===== src/rtl/serial_ctrl_pkg.sv =====
// rtl/serial_ctrl_pkg.sv - shared constants and UART state encoding for serial_ctrl
package serial_ctrl_pkg;

  localparam int   SERIAL_CLKS_PER_BIT = 434;
  localparam logic MEM_WRITE           = 1'b1;

  typedef enum logic [1:0] {
    ST_IDLE  = 2'd0,
    ST_START = 2'd1,
    ST_DATA  = 2'd2,
    ST_STOP  = 2'd3
  } uart_state_t;

endpackage


===== src/rtl/serial_ctrl_if.sv =====
// rtl/serial_ctrl_if.sv - MMU-side data/status bus of the serial controller
interface serial_ctrl_if;

  logic       enable;
  logic       read_write;
  logic       fetch_data;
  logic [7:0] data_write;
  logic [7:0] data_read;
  logic       send_complete;
  logic       receive_complete;

  modport master (
    output enable, read_write, fetch_data, data_write,
    input  data_read, send_complete, receive_complete
  );

  modport slave (
    input  enable, read_write, fetch_data, data_write,
    output data_read, send_complete, receive_complete
  );

endinterface


===== src/rtl/serial_ctrl_rx_fifo.sv =====
// rtl/serial_ctrl_rx_fifo.sv - receive byte FIFO with sticky overrun flag
module serial_ctrl_rx_fifo #(
  parameter int DEPTH = 4
) (
  input  logic       clk,
  input  logic       rst,
  input  logic       push,
  input  logic [7:0] push_data,
  input  logic       pop,
  output logic [7:0] head,
  output logic       not_empty,
  output logic       overrun
);

  localparam int AW = $clog2(DEPTH);

  logic [7:0]    mem [DEPTH];
  logic [AW-1:0] wr_ptr;
  logic [AW-1:0] rd_ptr;
  logic [AW:0]   count;
  logic          full;
  logic          empty;
  logic          do_push;
  logic          do_pop;

  assign full    = (count == (AW+1)'(DEPTH));
  assign empty   = (count == '0);
  assign do_pop  = pop & ~empty;
  // A pop in the same cycle frees the slot, so a full FIFO still accepts the push.
  assign do_push = push & (~full | do_pop);

  always_ff @(posedge clk or negedge rst) begin
    if (!rst) begin
      wr_ptr  <= '0;
      rd_ptr  <= '0;
      count   <= '0;
      overrun <= 1'b0;
    end else begin
      if (do_push) wr_ptr <= wr_ptr + 1'b1;
      if (do_pop)  rd_ptr <= rd_ptr + 1'b1;
      case ({do_push, do_pop})
        2'b10:   count <= count + 1'b1;
        2'b01:   count <= count - 1'b1;
        default: count <= count;
      endcase
      if (pop)
        overrun <= 1'b0;
      else if (push && !do_push)
        overrun <= 1'b1;
    end
  end

  always_ff @(posedge clk) begin
    if (do_push) mem[wr_ptr] <= push_data;
  end

  assign head      = empty ? 8'h00 : mem[rd_ptr];
  assign not_empty = ~empty;

endmodule


===== src/rtl/serial_ctrl.sv =====
// rtl/serial_ctrl.sv - UART 8N1 controller: MMU writes become TX frames, RX bytes queue for reads
module serial_ctrl
  import serial_ctrl_pkg::*;
#(
  parameter int CLKS_PER_BIT = SERIAL_CLKS_PER_BIT,
  parameter int RX_DEPTH     = 4
) (
  input  logic         clk,
  input  logic         rst,
  serial_ctrl_if.slave bus,
  output logic         rx_overrun,
  output logic         uart_txd,
  input  logic         uart_rxd
);

  localparam int            CW        = $clog2(CLKS_PER_BIT);
  localparam logic [CW-1:0] BIT_LAST  = CW'(CLKS_PER_BIT - 1);
  localparam logic [CW-1:0] HALF_LAST = CW'(CLKS_PER_BIT / 2 - 1);

  logic wr_lvl, rd_lvl, wr_q, rd_q, wr_pulse, rd_pulse;

  uart_state_t   tx_state, tx_state_nxt;
  logic [CW-1:0] tx_cnt, tx_cnt_nxt;
  logic [2:0]    tx_bit, tx_bit_nxt;
  logic [7:0]    tx_byte, tx_byte_nxt;

  logic          rx_s1, rx_s2, rx_prev, rx_fall;
  uart_state_t   rx_state, rx_state_nxt;
  logic [CW-1:0] rx_cnt, rx_cnt_nxt;
  logic [2:0]    rx_bit, rx_bit_nxt;
  logic [7:0]    rx_shift, rx_shift_nxt;
  logic          rx_push;
  logic [7:0]    head;
  logic          not_empty;

  // MMU strobes are levels held for several cycles; act on the rising edge only.
  assign wr_lvl   = bus.enable & (bus.read_write == MEM_WRITE);
  assign rd_lvl   = bus.enable & bus.fetch_data;
  assign wr_pulse = wr_lvl & ~wr_q;
  assign rd_pulse = rd_lvl & ~rd_q;
  assign rx_fall  = rx_prev & ~rx_s2;

  always_ff @(posedge clk or negedge rst) begin
    if (!rst) begin
      wr_q     <= 1'b0;
      rd_q     <= 1'b0;
      tx_state <= ST_IDLE;
      tx_cnt   <= '0;
      tx_bit   <= '0;
      tx_byte  <= '0;
      rx_s1    <= 1'b1;
      rx_s2    <= 1'b1;
      rx_prev  <= 1'b1;
      rx_state <= ST_IDLE;
      rx_cnt   <= '0;
      rx_bit   <= '0;
      rx_shift <= '0;
    end else begin
      wr_q     <= wr_lvl;
      rd_q     <= rd_lvl;
      tx_state <= tx_state_nxt;
      tx_cnt   <= tx_cnt_nxt;
      tx_bit   <= tx_bit_nxt;
      tx_byte  <= tx_byte_nxt;
      rx_s1    <= uart_rxd;
      rx_s2    <= rx_s1;
      rx_prev  <= rx_s2;
      rx_state <= rx_state_nxt;
      rx_cnt   <= rx_cnt_nxt;
      rx_bit   <= rx_bit_nxt;
      rx_shift <= rx_shift_nxt;
    end
  end

  always_comb begin
    tx_state_nxt = tx_state;
    tx_cnt_nxt   = tx_cnt + 1'b1;
    tx_bit_nxt   = tx_bit;
    tx_byte_nxt  = tx_byte;
    uart_txd     = 1'b1;
    case (tx_state)
      ST_IDLE: begin
        tx_cnt_nxt = '0;
        if (wr_pulse) begin
          tx_state_nxt = ST_START;
          tx_byte_nxt  = bus.data_write;
        end
      end
      ST_START: begin
        uart_txd = 1'b0;
        if (tx_cnt == BIT_LAST) begin
          tx_cnt_nxt   = '0;
          tx_bit_nxt   = '0;
          tx_state_nxt = ST_DATA;
        end
      end
      ST_DATA: begin
        uart_txd = tx_byte[tx_bit];
        if (tx_cnt == BIT_LAST) begin
          tx_cnt_nxt = '0;
          tx_bit_nxt = tx_bit + 1'b1;
          if (tx_bit == 3'd7) tx_state_nxt = ST_STOP;
        end
      end
      default: begin
        if (tx_cnt == BIT_LAST) begin
          tx_cnt_nxt   = '0;
          tx_state_nxt = ST_IDLE;
        end
      end
    endcase
  end

  // Leaving STOP at its mid-bit sample leaves half a bit to catch the next start edge.
  always_comb begin
    rx_state_nxt = rx_state;
    rx_cnt_nxt   = rx_cnt + 1'b1;
    rx_bit_nxt   = rx_bit;
    rx_shift_nxt = rx_shift;
    rx_push      = 1'b0;
    case (rx_state)
      ST_IDLE: begin
        rx_cnt_nxt = '0;
        if (rx_fall) rx_state_nxt = ST_START;
      end
      ST_START: begin
        if (rx_cnt == HALF_LAST) begin
          rx_cnt_nxt   = '0;
          rx_bit_nxt   = '0;
          rx_state_nxt = rx_s2 ? ST_IDLE : ST_DATA;
        end
      end
      ST_DATA: begin
        if (rx_cnt == BIT_LAST) begin
          rx_cnt_nxt   = '0;
          rx_shift_nxt = {rx_s2, rx_shift[7:1]};
          rx_bit_nxt   = rx_bit + 1'b1;
          if (rx_bit == 3'd7) rx_state_nxt = ST_STOP;
        end
      end
      default: begin
        if (rx_cnt == BIT_LAST) begin
          rx_cnt_nxt   = '0;
          rx_push      = rx_s2;
          rx_state_nxt = ST_IDLE;
        end
      end
    endcase
  end

  serial_ctrl_rx_fifo #(.DEPTH(RX_DEPTH)) u_rx_fifo (
    .clk       (clk),
    .rst       (rst),
    .push      (rx_push),
    .push_data (rx_shift),
    .pop       (rd_pulse),
    .head      (head),
    .not_empty (not_empty),
    .overrun   (rx_overrun)
  );

  assign bus.data_read        = head;
  assign bus.receive_complete = not_empty;
  assign bus.send_complete    = (tx_state == ST_IDLE);

endmodule


===== src/flat_wrapper.sv =====
// flat-port wrapper written by rule: the top's interface ports become plain ports
module serial_ctrl_flat import serial_ctrl_pkg::*;
#(
  parameter int CLKS_PER_BIT = SERIAL_CLKS_PER_BIT,
  parameter int RX_DEPTH     = 4
)
  (clk, rst, rx_overrun, uart_txd, uart_rxd, bus_enable, bus_read_write, bus_fetch_data, bus_data_write, bus_data_read, bus_send_complete, bus_receive_complete);
  serial_ctrl_if bus_i ();
  input  logic clk;
  input  logic rst;
  output logic rx_overrun;
  output logic uart_txd;
  input  logic uart_rxd;
  input wire logic [$bits(bus_i.enable)-1:0] bus_enable;
  input wire logic [$bits(bus_i.read_write)-1:0] bus_read_write;
  input wire logic [$bits(bus_i.fetch_data)-1:0] bus_fetch_data;
  input wire logic [$bits(bus_i.data_write)-1:0] bus_data_write;
  output wire logic [$bits(bus_i.data_read)-1:0] bus_data_read;
  output wire logic [$bits(bus_i.send_complete)-1:0] bus_send_complete;
  output wire logic [$bits(bus_i.receive_complete)-1:0] bus_receive_complete;
  assign bus_i.enable = bus_enable;
  assign bus_i.read_write = bus_read_write;
  assign bus_i.fetch_data = bus_fetch_data;
  assign bus_i.data_write = bus_data_write;
  assign bus_data_read = bus_i.data_read;
  assign bus_send_complete = bus_i.send_complete;
  assign bus_receive_complete = bus_i.receive_complete;
  serial_ctrl #(.CLKS_PER_BIT(CLKS_PER_BIT), .RX_DEPTH(RX_DEPTH)) u_core (.clk(clk), .rst(rst), .bus(bus_i), .rx_overrun(rx_overrun), .uart_txd(uart_txd), .uart_rxd(uart_rxd));
endmodule

===== config.mk =====
export PLATFORM = sky130hd
export DESIGN_NAME = serial_ctrl_flat
export DESIGN_NICKNAME = d
export VERILOG_FILES = /design/src/rtl/serial_ctrl_pkg.sv /design/src/rtl/serial_ctrl_if.sv /design/src/rtl/serial_ctrl_rx_fifo.sv /design/src/rtl/serial_ctrl.sv /design/src/flat_wrapper.sv
export SDC_FILE = /design/constraint.sdc
export NUM_CORES = 1
export LEC_CHECK = 0
export ABC_AREA = 1
export BUFFER_PORTS_ARGS = -buffer_cell sky130_fd_sc_hd__buf_4
export CAP_MARGIN = 20
export CORE_ASPECT_RATIO = 0.7
export CORE_MARGIN = 2
export CORE_UTILIZATION = 55
export DETAILED_ROUTE_END_ITERATION = 12
export GPL_ROUTABILITY_DRIVEN = 0
export PLACE_DENSITY = 0.79
export RECOVER_POWER = 50
export SLEW_MARGIN = 20
export SYNTH_ARGS = -nofsm -noshare
export SYNTH_HDL_FRONTEND = slang
export SYNTH_SLANG_ARGS = --single-unit

===== constraint.sdc =====
create_clock -name clk -period 5 [get_ports clk]
set_input_delay 0 -clock clk [delete_from_list [all_inputs] [get_ports clk]]
set_output_delay 0 -clock clk [all_outputs]
set_load 0.01 [all_outputs]

==> impl_results.rst, run 1 <==
.. list-table::
   :header-rows: 1

   * - Metric
     - Value
   * - Leakage power summed over all cells
     - about 0.0023 uW
   * - Total routing usage reported by global routing
     - a little over a fifth
   * - Parity-gate share of the synthesized area counting xor and xnor cells
     - between 1 and 1.5%
   * - Violated checks
     - capacitance limit, slew limit
   * - Data arrival time at the worst-slack endpoint
     - 2680 ps
   * - Portion of the post-synthesis area used by sequential elements
     - around 58%
   * - Number of global-route vias before repair
     - approximately 2,900
   * - Final routed wire length divided by cell count
     - 14.3 um
   * - Share of the synthesized area in compound gates (AO/OA/AOI/OAI)
     - a little under 7%
   * - Total standard cell area after synthesis
     - roughly 4200 um2
   * - Status
     - finished, violations left
   * - Startpoint class of the critical path
     - input port
   * - Final antenna diode count
     - 0
   * - Fin Hold WS
     - about 50 ps
   * - Highest-count cells in the layout ignoring fill and taps
     - sky130_fd_sc_hd__nand2_1, sky130_fd_sc_hd__nor2_1, sky130_fd_sc_hd__dfrtp_1
   * - Count of state elements after synthesis
     - just under 90
   * - Main combinational cell family by area after synthesis
     - simple AND/OR/NAND/NOR gates
   * - Setup TNS
     - 0 ps
   * - Cell class contributing the biggest share of worst-path delay
     - buffers and inverters
   * - Setup Fix Bufs, Post-CTS
     - 0
   * - Cell row count
     - 26
   * - Pin slew with the least headroom to its limit
     - between 3000 and 4000 ps
   * - Initial standard-cell utilization of the core
     - a little under three fifths
   * - Pwr dens
     - around 470 nW/um2
   * - Post-Syn Nets
     - 466
   * - Yosys top cell area share
     - approximately a third
   * - Slowest stage cell on the critical path
     - sky130_fd_sc_hd__clkbuf_1
   * - Commonest non-fill, non-tap cell in the layout
     - sky130_fd_sc_hd__nand2_1
   * - Category of the worst setup path capture point
     - asynchronous set/reset pin
   * - Total count of hold-check failures in the final report
     - 0
   * - Achievable Freq
     - 348 MHz
   * - Reg-to-reg critical path endpoint
     - u_core.u_rx_fifo.mem[0][0]$_DFFE_PP_
   * - Post-CTS Hold Fix Bufs
     - 14
   * - Worst-Skew Late Latency
     - approximately 360 ps
   * - Setup slack of the critical path after layout
     - approximately 2100 ps
   * - Worst relative slew slack
     - -101%
   * - Total gr overflow
     - 0
   * - Ratio of cells with drive above 1 in the final layout
     - between 10% and 20%
   * - Count of cells along the worst register-to-register path
     - 8
   * - Sum of net half-perimeters after detailed placement
     - 5.60 mm
   * - Worst Hold End
     - u_core.u_rx_fifo.overrun$_DFFE_PN0P_
   * - GR Util met1
     - between 30% and 40%
   * - X dimension of the die
     - between 100 and 150 um
   * - Largest stage delay, worst path
     - around 2100 ps
   * - Unrepaired setup endpoints after global routing
     - no
   * - Simple logic cell fraction of the synthesized area
     - between 20% and 30%
   * - Vias per Instance
     - slightly above 5
   * - Total via count in the routed design
     - roughly 3,000
   * - Area growth from synthesis to layout
     - 15.1%
   * - DRC violations left
     - 0
   * - Pre-CTS setup slack
     - roughly 2900 ps
   * - Time the final worst path needs with I/O delays and setup
     - about 2900 ps
   * - Max Fanout on Critical Path
     - between 50 and 60
   * - Routing usage on met3
     - a little under 5%
   * - Peak supply drop
     - between 200 and 250 uV
   * - Clk root buf
     - sky130_fd_sc_hd__clkbuf_8
   * - Classification of the worst-slack hold path
     - in -> reg
   * - Most utilized layer in the global route result
     - met2
   * - Number of clock sinks seen by CTS
     - just under 90
   * - Final Slew Violations
     - 58
   * - Net count, final
     - just over 500
   * - Count of routing violations after the opening detailed-route iteration
     - 223
   * - Clock tree from TritonCTS
     - yes
   * - Top post-synthesis cells by area
     - sky130_fd_sc_hd__dfrtp_1, sky130_fd_sc_hd__edfxtp_1, sky130_fd_sc_hd__nand2_1, sky130_fd_sc_hd__nor2_1, sky130_fd_sc_hd__ha_1
   * - Yosys warning total
     - 0
   * - Bufs and invs on worst path
     - 2
   * - Worst Hold Path Cells
     - 4
   * - Full die area
     - 8270 um2
   * - Global-route wire length before repair
     - 13.8 mm
   * - Number of H-tree levels
     - 3
   * - Total of endpoints with negative setup slack in the final report
     - 0
   * - Cts bufs inserted
     - 9
   * - Number of nets with antenna violations after routing
     - 0
   * - Start point of the worst hold path
     - bus_enable
   * - Post-synth top flop
     - sky130_fd_sc_hd__dfrtp_1
   * - Data required, critical path
     - roughly 4800 ps
   * - Post-synthesis cell type count
     - 29
   * - Startpoint of the lowest-slack register-to-register path
     - u_core.rx_cnt[1]$_DFF_PN0_
   * - Register clock-pin slew on the reported worst setup and hold paths
     - 80 ps
   * - Post-synthesis adder-cell area fraction
     - about 6.5%
   * - Chip height
     - 76.7 um
   * - Routed wire length
     - around 8.3 mm
   * - CP Class
     - in -> async
   * - Max-capacitance violation count
     - 1
   * - Post-Synthesis Mean Instance Area
     - between 9 and 10 um2
   * - Register-to-register setup slack
     - 2850 ps
   * - Largest net degree at the start of global routing
     - 58
   * - Buffer depth of the longest clock path
     - 2
   * - Antenna violations before repair
     - 0
   * - Met2 Resource Use GR
     - roughly a third
   * - Number of standard cells after synthesis
     - between 400 and 500
   * - Share of the clock period used by the worst path
     - 57.5%
   * - Port Buf Inserts
     - 25
   * - Core Region
     - 7320 um2
   * - Dominant cell type by area after synthesis
     - sky130_fd_sc_hd__dfrtp_1
   * - Number of enable flip-flop cells after synthesis
     - 32
   * - Top Ports
     - 26
   * - Quantity of gates resized following cts
     - 0
   * - Cell-by-cell listing of the critical path
     - dlygate4sd3_1 -> clkbuf_1
   * - Clock Skew
     - 8.59 ps
   * - Multiplexer share of the synthesized area
     - ~2.2%
   * - First-pass DRT Iterations
     - 5
   * - Async S/R FF share, synth
     - between 60% and 70%
where the power goes:
| part | internal, uW | switching (uW) |
|---|---|---|
| clock | 239 | 263 |
| combinational | 315 | 447 |
| sequential | 851 | 111 |
| total | 1400 | 822 |
cell usage after synthesis (2+ instances only):
master,count
sky130_fd_sc_hd__nand2_1,83
sky130_fd_sc_hd__nor2_1,75
sky130_fd_sc_hd__dfrtp_1,54
sky130_fd_sc_hd__inv_1,48
sky130_fd_sc_hd__edfxtp_1,32
sky130_fd_sc_hd__o21ai_0,30
sky130_fd_sc_hd__ha_1,20
sky130_fd_sc_hd__a21oi_1,13
sky130_fd_sc_hd__nand3_1,12
sky130_fd_sc_hd__mux2_2,8
sky130_fd_sc_hd__nor3_1,8
sky130_fd_sc_hd__o21ai_1,8
sky130_fd_sc_hd__xor2_1,7
sky130_fd_sc_hd__nand4_1,5
sky130_fd_sc_hd__buf_2,3
sky130_fd_sc_hd__dfstp_2,3
sky130_fd_sc_hd__inv_2,3
sky130_fd_sc_hd__or2_2,3
sky130_fd_sc_hd__nand2_2,2
sky130_fd_sc_hd__nand3_2,2
sky130_fd_sc_hd__nor3_2,2
sky130_fd_sc_hd__o211ai_1,2
sky130_fd_sc_hd__o21ai_2,2
sequential cells by signal, summed over array words and instances (netlist names), 2 cells and up:
register                 flops
u_core.u_rx_fifo.mem        32
u_core.rx_bit                3
u_core.tx_bit                3
u_core.u_rx_fifo.rd_ptr      2
u_core.u_rx_fifo.count       3
u_core.rx_state              2
u_core.tx_cnt                9
u_core.u_rx_fifo.wr_ptr      2
u_core.tx_state              2
u_core.tx_byte               8
u_core.rx_cnt                9
u_core.rx_shift              8
worst max path at each step:
stage / cells after the start / from / endpoint / slack (ps)
5_1_grt: 2 / rst / u_core.u_rx_fifo.wr_ptr[0]$_DFFE_PN0P_ / 1440
3_5_place_dp: 8 / u_core.rx_cnt[1]$_DFF_PN0_ / u_core.u_rx_fifo.mem[3][1]$_DFFE_PP_ / 2850
3_3_place_gp: 8 / u_core.rx_cnt[1]$_DFF_PN0_ / u_core.u_rx_fifo.mem[2][3]$_DFFE_PP_ / 2960
4_1_cts: 8 / u_core.rx_cnt[1]$_DFF_PN0_ / u_core.u_rx_fifo.mem[3][0]$_DFFE_PP_ / 2830
6_report: 2 / rst / u_core.u_rx_fifo.wr_ptr[0]$_DFFE_PN0P_ / 2130
2_1_floorplan: 8 / u_core.rx_cnt[1]$_DFF_PN0_ / u_core.u_rx_fifo.mem[0][0]$_DFFE_PP_ / 3130
cells by family (layout without fill, tap and decap cells):
kind of cell,after synthesis,after routing
xor+xnor,7,7
fa+ha+maj,21,21
flops,89,89
simple gates,196,196
compound gates,55,55
buf+inv,55,106
mux,8,8
worst reg2reg max path, cell delays in order, from the launching register on:
cell and delay [ps]:
sky130_fd_sc_hd__dfrtp_1 410, sky130_fd_sc_hd__inv_1 80, sky130_fd_sc_hd__ha_1 160, sky130_fd_sc_hd__nand2_1 70
sky130_fd_sc_hd__nor3_2 120, sky130_fd_sc_hd__nand2_2 140, sky130_fd_sc_hd__inv_1 100, sky130_fd_sc_hd__nand3_2 140
sky130_fd_sc_hd__nor2_1 550
per-layer routing:
layer  up-vias  wire [um]
met4         0         96
li1       1493          -
met1      1383       3890
met2        73       3880
met5         -          0
met3        11        400
layout make-up:
cell class                 instances  area (um2)
clock buffer                      10         128
timing repair buffer              39         320
clock inverter                     6        75.1
tap                               98         123
inverter                          51         191
sequential                        89        2390
fill                             575        2540
multi-input combinational        287        1550
stage by stage:
step	power, uW	util, %	cell area, um2	instances
finish	2230	65.3	4780	580
CTS	2230	65.4	4780	580
global route	2390	65.3	4780	580
global placement	1680	60.7	4440	550
floorplan	1490	-	4150	431
detailed placement	1710	60.7	4440	550
No activity file was read; power rests on OpenSTA's default activity.
==> run 2: changes to the inputs <==
clock period = 2.8 ns   (was 5 ns; I/O delays follow)
==> impl_results.rst, run 2 (synthesis gave the netlist of run 1 again) <==
.. list-table::
   :header-rows: 1

   * - Metric
     - Value
   * - Power Internal
     - 2520 uW (+80%)
   * - Net Switching
     - 1420 uW (+73%)
   * - Worst relative slew slack
     - 7.16% (+110 points)
   * - Time the final worst path needs with I/O delays and setup
     - 2150 ps
   * - Metal2 WL
     - 3.68 mm (-5.3%)
   * - Final antenna diode count
     - 0 (unchanged)
   * - Setup TNS
     - 0 ps (unchanged)
   * - Max Fanout on Critical Path
     - 8 (-86%)
   * - Count of routing violations after the opening detailed-route iteration
     - 169 (-24%)
   * - Portion of total power attributed to combinational logic
     - 34.4% (+0.2 points)
   * - Cell Count, Final, Fillers Out
     - 580 (unchanged)
   * - Number of global-route vias before repair
     - 2,843 (-0.39%)
   * - X dimension of the die
     - 108 um (unchanged)
   * - Final routed wire length divided by cell count
     - 13.8 um (-2.9%)
   * - Cell row count
     - 26 (unchanged)
   * - CP Class
     - reg -> reg
   * - Pin slew with the least headroom to its limit
     - 1390 ps (-1630 ps)
   * - Core Region
     - 7320 um2 (unchanged)
   * - Final Slew Violations
     - 0 (-100%)
   * - Data arrival time at the worst-slack endpoint
     - 2140 ps (-540 ps)
   * - Largest net degree at the start of global routing
     - 58 (unchanged)
   * - Max-capacitance violation count
     - 0 (-1)
   * - Uppermost routed layer
     - met4
   * - Vias per Instance
     - 5.07 (-0.64%)
   * - Port Buf Inserts
     - 25 (unchanged)
   * - Clock Skew
     - 7.01 ps (-1.58 ps)
   * - Quantity of gates resized following cts
     - 0 (unchanged)
   * - Chip height
     - 76.7 um (unchanged)
   * - Worst-Skew Late Latency
     - 350 ps (about the same)
   * - Sum of net half-perimeters after detailed placement
     - 5.68 mm (+1.5%)
   * - Top Ports
     - 26 (unchanged)
   * - Number of nets with antenna violations after routing
     - 0 (unchanged)
   * - Unrepaired setup endpoints after global routing
     - no
   * - First-pass DRT Iterations
     - 5 (unchanged)
   * - Share of the clock period used by the worst path
     - 76.9%
   * - Met1 WL
     - 3.80 mm (-2.2%)
   * - Register clock-pin slew on the reported worst setup and hold paths
     - 80 ps (about the same)
   * - Buffer depth of the longest clock path
     - 2 (unchanged)
   * - Full die area
     - 8270 um2 (unchanged)
   * - Classification of the worst-slack hold path
     - in -> reg
   * - Highest-count cells in the layout ignoring fill and taps
     - sky130_fd_sc_hd__nand2_1, sky130_fd_sc_hd__nor2_1, sky130_fd_sc_hd__dfrtp_1
   * - Pwr dens
     - 826 nW/um2 (+77%)
   * - Global-route wire length before repair
     - 13.4 mm (-3.2%)
   * - Clock Power Share
     - 22.1% (-0.5 points)
   * - Achievable Freq
     - ~460 MHz
   * - Sum of met3 wire segment lengths after detailed routing
     - 410 um (+2.5%)
   * - Worst Hold Path Cells
     - 4 (unchanged)
   * - Largest reg by FF count
     - u_core.u_rx_fifo.mem
   * - Fill cell instance count of the final layout
     - 551 (-4.2%)
   * - Total gr overflow
     - 0 (unchanged)
   * - Largest regs
     - u_core.u_rx_fifo.mem x32, u_core.rx_cnt x9, u_core.tx_cnt x9
   * - Count of placed standard cells including taps
     - 550 (unchanged)
   * - Clock tree from TritonCTS
     - yes
   * - Final core utilization
     - 65.2% (about the same)
   * - Status
     - finished clean
   * - Leakage power summed over all cells
     - 0.00227 uW (+0.20%)
   * - Startpoint class of the critical path
     - register
   * - Area growth from synthesis to layout
     - 15.0% (about the same)
   * - DRC violations left
     - 0 (unchanged)
   * - Count of cells along the worst register-to-register path
     - 8 (unchanged)
   * - Commonest non-fill, non-tap cell in the layout
     - sky130_fd_sc_hd__nand2_1
   * - Total count of hold-check failures in the final report
     - 0 (unchanged)
   * - Initial standard-cell utilization of the core
     - 56.7% (unchanged)
   * - Category of the worst setup path capture point
     - register
   * - Proportion of total power due to net switching
     - 36.0% (-0.90 points)
   * - Net count, final
     - 512 (unchanged)
   * - Clk root buf
     - sky130_fd_sc_hd__clkbuf_8
   * - Total routing usage reported by global routing
     - 21.3% (-0.42 points)
   * - Peak supply drop
     - 389 uV (+90%)
   * - Number of clock sinks seen by CTS
     - 89 (unchanged)
   * - Part of the power in registers
     - 43.5% (+0.3 points)
   * - Ratio of cells with drive above 1 in the final layout
     - 13.5% (unchanged)
   * - Max FFs per register
     - 32 (unchanged)
   * - Total via count in the routed design
     - 2,941 (-0.64%)
   * - Cts bufs inserted
     - 9 (unchanged)
   * - Antenna violations before repair
     - 0 (unchanged)
   * - Total of endpoints with negative setup slack in the final report
     - 0 (unchanged)
   * - Number of H-tree levels
     - 3 (unchanged)
   * - Data required, critical path
     - 2790 ps (-2010 ps)
   * - Routed wire length
     - 8.03 mm (-2.9%)
-- run 2: cell types whose count changed in the layout (fill, tap and decap cells not counted), sizes merged --
cell	before	now
clkbuf	14	16
clkinv	1	2
inv	54	52
clkinvlp	1	0
-- run 2: cell type report --
type                    instances  area, um2  share of cell area [%]
clock buffers                  12        145                    3.04
clock inverters                 4       52.6                    1.10
inverters                      51        191                    4.01
multi-input cells             287       1550                    32.5
flip-flops and latches         89       2390                    50.1
well taps                      98        123                    2.57
repair buffers                 39        322                    6.74
-- run 2: metrics by stage --
step	setup WS, ps	cell area, um2	hold WS (ps)	power (uW)
after detailed placement	637	4440	106	3070
after global routing	397	4770	68.4	4240
after floorplan	926	4150	-296	2660
after CTS	613	4780	18.8	3960
after global placement	756	4440	99.2	3000
final	647	4770	31.8	3940
-- run 2: repair_timing --
| action | CTS | global route |
|---|---|---|
| buffers inserted | 0 | 0 |
| endpoints found under the hold margin | 66 | 0 |
| hold buffers | 14 | 0 |
| endpoints found under the setup margin | 0 | 0 |
-- run 2: final timing paths --
check	start	end	slack, ps
max in group asynchronous	rst	u_core.rx_shift[2]$_DFFE_PN0P_	1460
worst max register to register	u_core.rx_cnt[1]$_DFF_PN0_	u_core.u_rx_fifo.mem[3][1]$_DFFE_PP_	650
worst min-delay path	bus_enable	u_core.u_rx_fifo.overrun$_DFFE_PN0P_	30
worst max-delay path	u_core.rx_cnt[1]$_DFF_PN0_	u_core.u_rx_fifo.mem[3][1]$_DFFE_PP_	650
worst min register to register	u_core.rx_s1$_DFF_PN1_	u_core.rx_s2$_DFF_PN1_	360
min in group asynchronous	rst	u_core.rx_cnt[6]$_DFF_PN0_	510
-- run 2: critical path: stages (launching register included) --
cell,delay [ps]
sky130_fd_sc_hd__dfrtp_1,410
sky130_fd_sc_hd__inv_1,80
sky130_fd_sc_hd__ha_1,160
sky130_fd_sc_hd__nand2_1,60
sky130_fd_sc_hd__nor3_2,120
sky130_fd_sc_hd__nand2_2,140
sky130_fd_sc_hd__inv_1,100
sky130_fd_sc_hd__nand3_2,150
sky130_fd_sc_hd__nor2_1,560
-- run 2: per-layer routing --
| layer | track usage (%) | vias to the layer above |
|---|---|---|
| met3 | 4.68 | 15 |
| li1 | - | 1486 |
| met4 | 8.33 | 0 |
| met1 | 29.9 | 1364 |
| met2 | 32.5 | 76 |
| met5 | 0 | - |
-- run 2: power by group through the flow --
stage          clock [uW]  sequential, uW  combinational [uW]
6_report              872            1710                1350
4_1_cts               898            1710                1350
3_3_place_gp            0            1720                1280
3_5_place_dp            0            1730                1330
2_1_floorplan           0            1650                1010
5_1_grt               947            1740                1550
==> run 3: changes to the inputs <==
clock period = 2 ns   (was 2.8 ns; I/O delays follow)
==> impl_results.rst, run 3 (synthesis gave the netlist of run 1 again) <==
.. list-table::
   :header-rows: 1

   * - Metric
     - Value
   * - Pin slew with the least headroom to its limit
     - 1440 ps (+44.2 ps)
   * - Final Instance Area
     - 4810 um2 (+0.68%)
   * - Max FFs per register
     - 32 (unchanged)
   * - Number of nets with antenna violations after routing
     - 0 (unchanged)
   * - Area post-placement
     - 4480 um2 (+0.85%)
   * - Highest-count cells in the layout ignoring fill and taps
     - sky130_fd_sc_hd__nand2_1, sky130_fd_sc_hd__nor2_1, sky130_fd_sc_hd__dfrtp_1
   * - Fin Hold WS
     - 40.4 ps (+8.61 ps)
   * - Area growth from synthesis to layout
     - 15.8%
   * - Share of the clock period used by the worst path
     - 90.1% (+13 points)
   * - Final antenna diode count
     - 0 (unchanged)
   * - Largest reg by FF count
     - u_core.u_rx_fifo.mem
   * - Ratio of cells with drive above 1 in the final layout
     - 15.0% (+1.5 points)
   * - Net Switching
     - 2120 uW (+49%)
   * - Clock tree from TritonCTS
     - yes
   * - Max-capacitance violation count
     - 0 (unchanged)
   * - DRC violations left
     - 0 (unchanged)
   * - Top Ports
     - 26 (unchanged)
   * - Total of endpoints with negative setup slack in the final report
     - 0 (unchanged)
   * - Final routed wire length divided by cell count
     - 13.7 um (-0.78%)
   * - Data arrival time at the worst-slack endpoint
     - 2100 ps (-40 ps)
   * - Data required, critical path
     - 2300 ps (-490 ps)
   * - Status
     - finished clean
   * - Routed wire length
     - 8.04 mm (about the same)
   * - Commonest non-fill, non-tap cell in the layout
     - sky130_fd_sc_hd__nand2_1
   * - Port Buf Inserts
     - 25 (unchanged)
   * - Unrepaired setup endpoints after global routing
     - no
   * - Start point of the worst hold path
     - bus_enable
   * - Buffer depth of the longest clock path
     - 2 (unchanged)
   * - Core Region
     - 7320 um2 (unchanged)
   * - Worst Hold Path Cells
     - 4 (unchanged)
   * - Cts bufs inserted
     - 9 (unchanged)
   * - Peak supply drop
     - 560 uV (+44%)
   * - Proportion of total power due to net switching
     - 38.3% (+2.3 points)
   * - Full die area
     - 8270 um2 (unchanged)
   * - Worst-Skew Late Latency
     - 370 ps (+20 ps)
   * - Vias per Instance
     - 5.12 (+0.90%)
   * - Final core utilization
     - 65.7% (+0.44 points)
   * - Max Fanout on Critical Path
     - 4 (-4)
   * - Time the final worst path needs with I/O delays and setup
     - 1800 ps (-351 ps)
   * - Clock Power Share
     - 21.7% (-0.4 points)
   * - Achievable Freq
     - 555 MHz (+19%)
   * - Cell type with the highest occurrence count on the critical path
     - sky130_fd_sc_hd__nand2_1
   * - Number of clock sinks seen by CTS
     - 89 (unchanged)
   * - Chip height
     - 76.7 um (unchanged)
   * - Startpoint of the lowest-slack register-to-register path
     - u_core.rx_cnt[1]$_DFF_PN0_
   * - Setup TNS
     - 0 ps (unchanged)
   * - Register-to-register setup slack
     - 200 ps (-450 ps)
   * - Total gr overflow
     - 0 (unchanged)
   * - Pwr dens
     - 1150 nW/um2 (+39%)
   * - Cell Count, Final, Fillers Out
     - 585 (+0.86%)
   * - Largest net degree at the start of global routing
     - 58 (unchanged)
   * - Count of routing violations after the opening detailed-route iteration
     - 221 (+31%)
   * - Setup Fix Bufs, Post-CTS
     - 0 (unchanged)
   * - Total via count in the routed design
     - 2,993 (+1.8%)
   * - Clk root buf
     - sky130_fd_sc_hd__clkbuf_8
   * - Initial standard-cell utilization of the core
     - 56.7% (unchanged)
   * - First-pass DRT Iterations
     - 4 (-1)
   * - Number of H-tree levels
     - 3 (unchanged)
   * - Fill cell instance count of the final layout
     - 571 (+3.6%)
   * - Leakage power summed over all cells
     - 0.00229 uW (+0.90%)
   * - Reg-to-reg critical path endpoint
     - u_core.u_rx_fifo.count[1]$_DFFE_PN0P_
   * - Portion of total power attributed to combinational logic
     - 34.5% (about the same)
   * - Slowest stage cell on the critical path
     - sky130_fd_sc_hd__dfrtp_1
   * - Total count of hold-check failures in the final report
     - 0 (unchanged)
   * - Clock Skew
     - 12.1 ps (+5.12 ps)
   * - Largest regs
     - u_core.u_rx_fifo.mem x32, u_core.rx_cnt x9, u_core.tx_cnt x9
   * - CP Class
     - reg -> reg
   * - Count of cells along the worst register-to-register path
     - 12 (+4)
   * - Cell row count
     - 26 (unchanged)
   * - Classification of the worst-slack hold path
     - in -> reg
   * - Global-route wire length before repair
     - 13.8 mm (+3.0%)
   * - Net count, final
     - 517 (+0.98%)
   * - Worst relative slew slack
     - 4.22% (-2.9 points)
   * - Count of placed standard cells including taps
     - 555 (+0.91%)
   * - Antenna violations before repair
     - 0 (unchanged)
   * - Category of the worst setup path capture point
     - register
   * - Number of global-route vias before repair
     - 2,965 (+4.3%)
   * - Worst Hold End
     - u_core.u_rx_fifo.overrun$_DFFE_PN0P_
   * - Sum of net half-perimeters after detailed placement
     - 5.55 mm (-2.4%)
   * - X dimension of the die
     - 108 um (unchanged)
   * - Total routing usage reported by global routing
     - 21.5% (+0.28 points)
   * - Part of the power in registers
     - 43.8% (+0.3 points)
   * - Register clock-pin slew on the reported worst setup and hold paths
     - 100 ps (+20 ps)
   * - Final Slew Violations
     - 0 (unchanged)
   * - Startpoint class of the critical path
     - register
   * - Cell-by-cell listing of the critical path
     - inv_1 -> ha_1 -> nand2_1 -> inv_1 -> nand2_1 -> nor2_1 -> nand2_1 -> nand2_2 -> fa_1 -> inv_1 -> nand2_1 -> o21ai_1
   * - Power Internal
     - 3400 uW (+35%)
   * - Largest stage delay, worst path
     - 410 ps (-150 ps)
run 3: cell types whose count changed in the layout (fill, tap and decap cells not counted), sizes merged:
cell      change
buf           +5
clkinv        -1
clkbuf        -3
bufinv        -1
clkinvlp      +1
inv           +4
run 3: final cells by class:
type                       instances  area (um2)  share of cell area, %
sequential                        89        2390                   49.8
multi-input combinational        287        1550                   32.2
timing repair buffer              44         359                   7.47
inverter                          51         191                   3.98
clock buffer                       9         124                   2.58
tap                               98         123                   2.55
clock inverter                     7        67.6                   1.41
run 3: worst max-delay path by stage:
| stage | from | end | slack [ps] | cells after the start |
|---|---|---|---|---|
| after global placement | u_core.rx_cnt[1]$_DFF_PN0_ | u_core.u_rx_fifo.count[1]$_DFFE_PN0P_ | 290 | 12 |
| final | u_core.rx_cnt[1]$_DFF_PN0_ | u_core.u_rx_fifo.count[1]$_DFFE_PN0P_ | 200 | 12 |
| after floorplan | u_core.rx_cnt[1]$_DFF_PN0_ | u_core.u_rx_fifo.mem[0][0]$_DFFE_PP_ | 130 | 8 |
| after detailed placement | u_core.rx_cnt[0]$_DFF_PN0_ | u_core.u_rx_fifo.count[2]$_DFFE_PN0P_ | 230 | 12 |
| after global routing | u_core.rx_cnt[1]$_DFF_PN0_ | u_core.u_rx_fifo.count[1]$_DFFE_PN0P_ | 20 | 12 |
| after CTS | u_core.u_rx_fifo.rd_ptr[0]$_DFFE_PN0P_ | bus_data_read[4] | 60 | 4 |
run 3: worst max-delay path: cells and delay by family (launching register included):
kind	cells	cell delay (ps)
adder cells (fa/ha/maj)	2	580
AND/OR/NAND/NOR	6	480
flip-flops	1	410
buffers and inverters	3	200
AO/OA/AOI/OAI	1	60
run 3: through the flow:
| step | power (uW) | setup WS, ps |
|---|---|---|
| finish | 5520 | 198 |
| global route | 5950 | 17.9 |
| CTS | 5550 | 62.5 |
| detailed placement | 4310 | 228 |
| global placement | 4210 | 292 |
| floorplan | 3720 | 126 |
run 3: timing repair:
action | 4_1_cts | 5_1_grt
endpoints found under the setup margin | 0 | 4
gates resized for setup | 0 | 1
hold buffers | 14 | 0
hold endpoints to repair | 65 | 0
run 3: metal layers:
layer / GRT usage, % / routed length, um
met1: 30.1 / 3820
met2: 33.2 / 3710
met3: 5.36 / 363
met4: 7.31 / 145
met5: 0 / 0
run 3: power by group through the flow:
stage | registers, uW | logic, uW | clock network [uW]
2_1_floorplan | 2310 | 1410 | 0
5_1_grt | 2460 | 2180 | 1310
3_3_place_gp | 2420 | 1790 | 0
3_5_place_dp | 2430 | 1880 | 0
6_report | 2420 | 1910 | 1200
4_1_cts | 2400 | 1910 | 1230
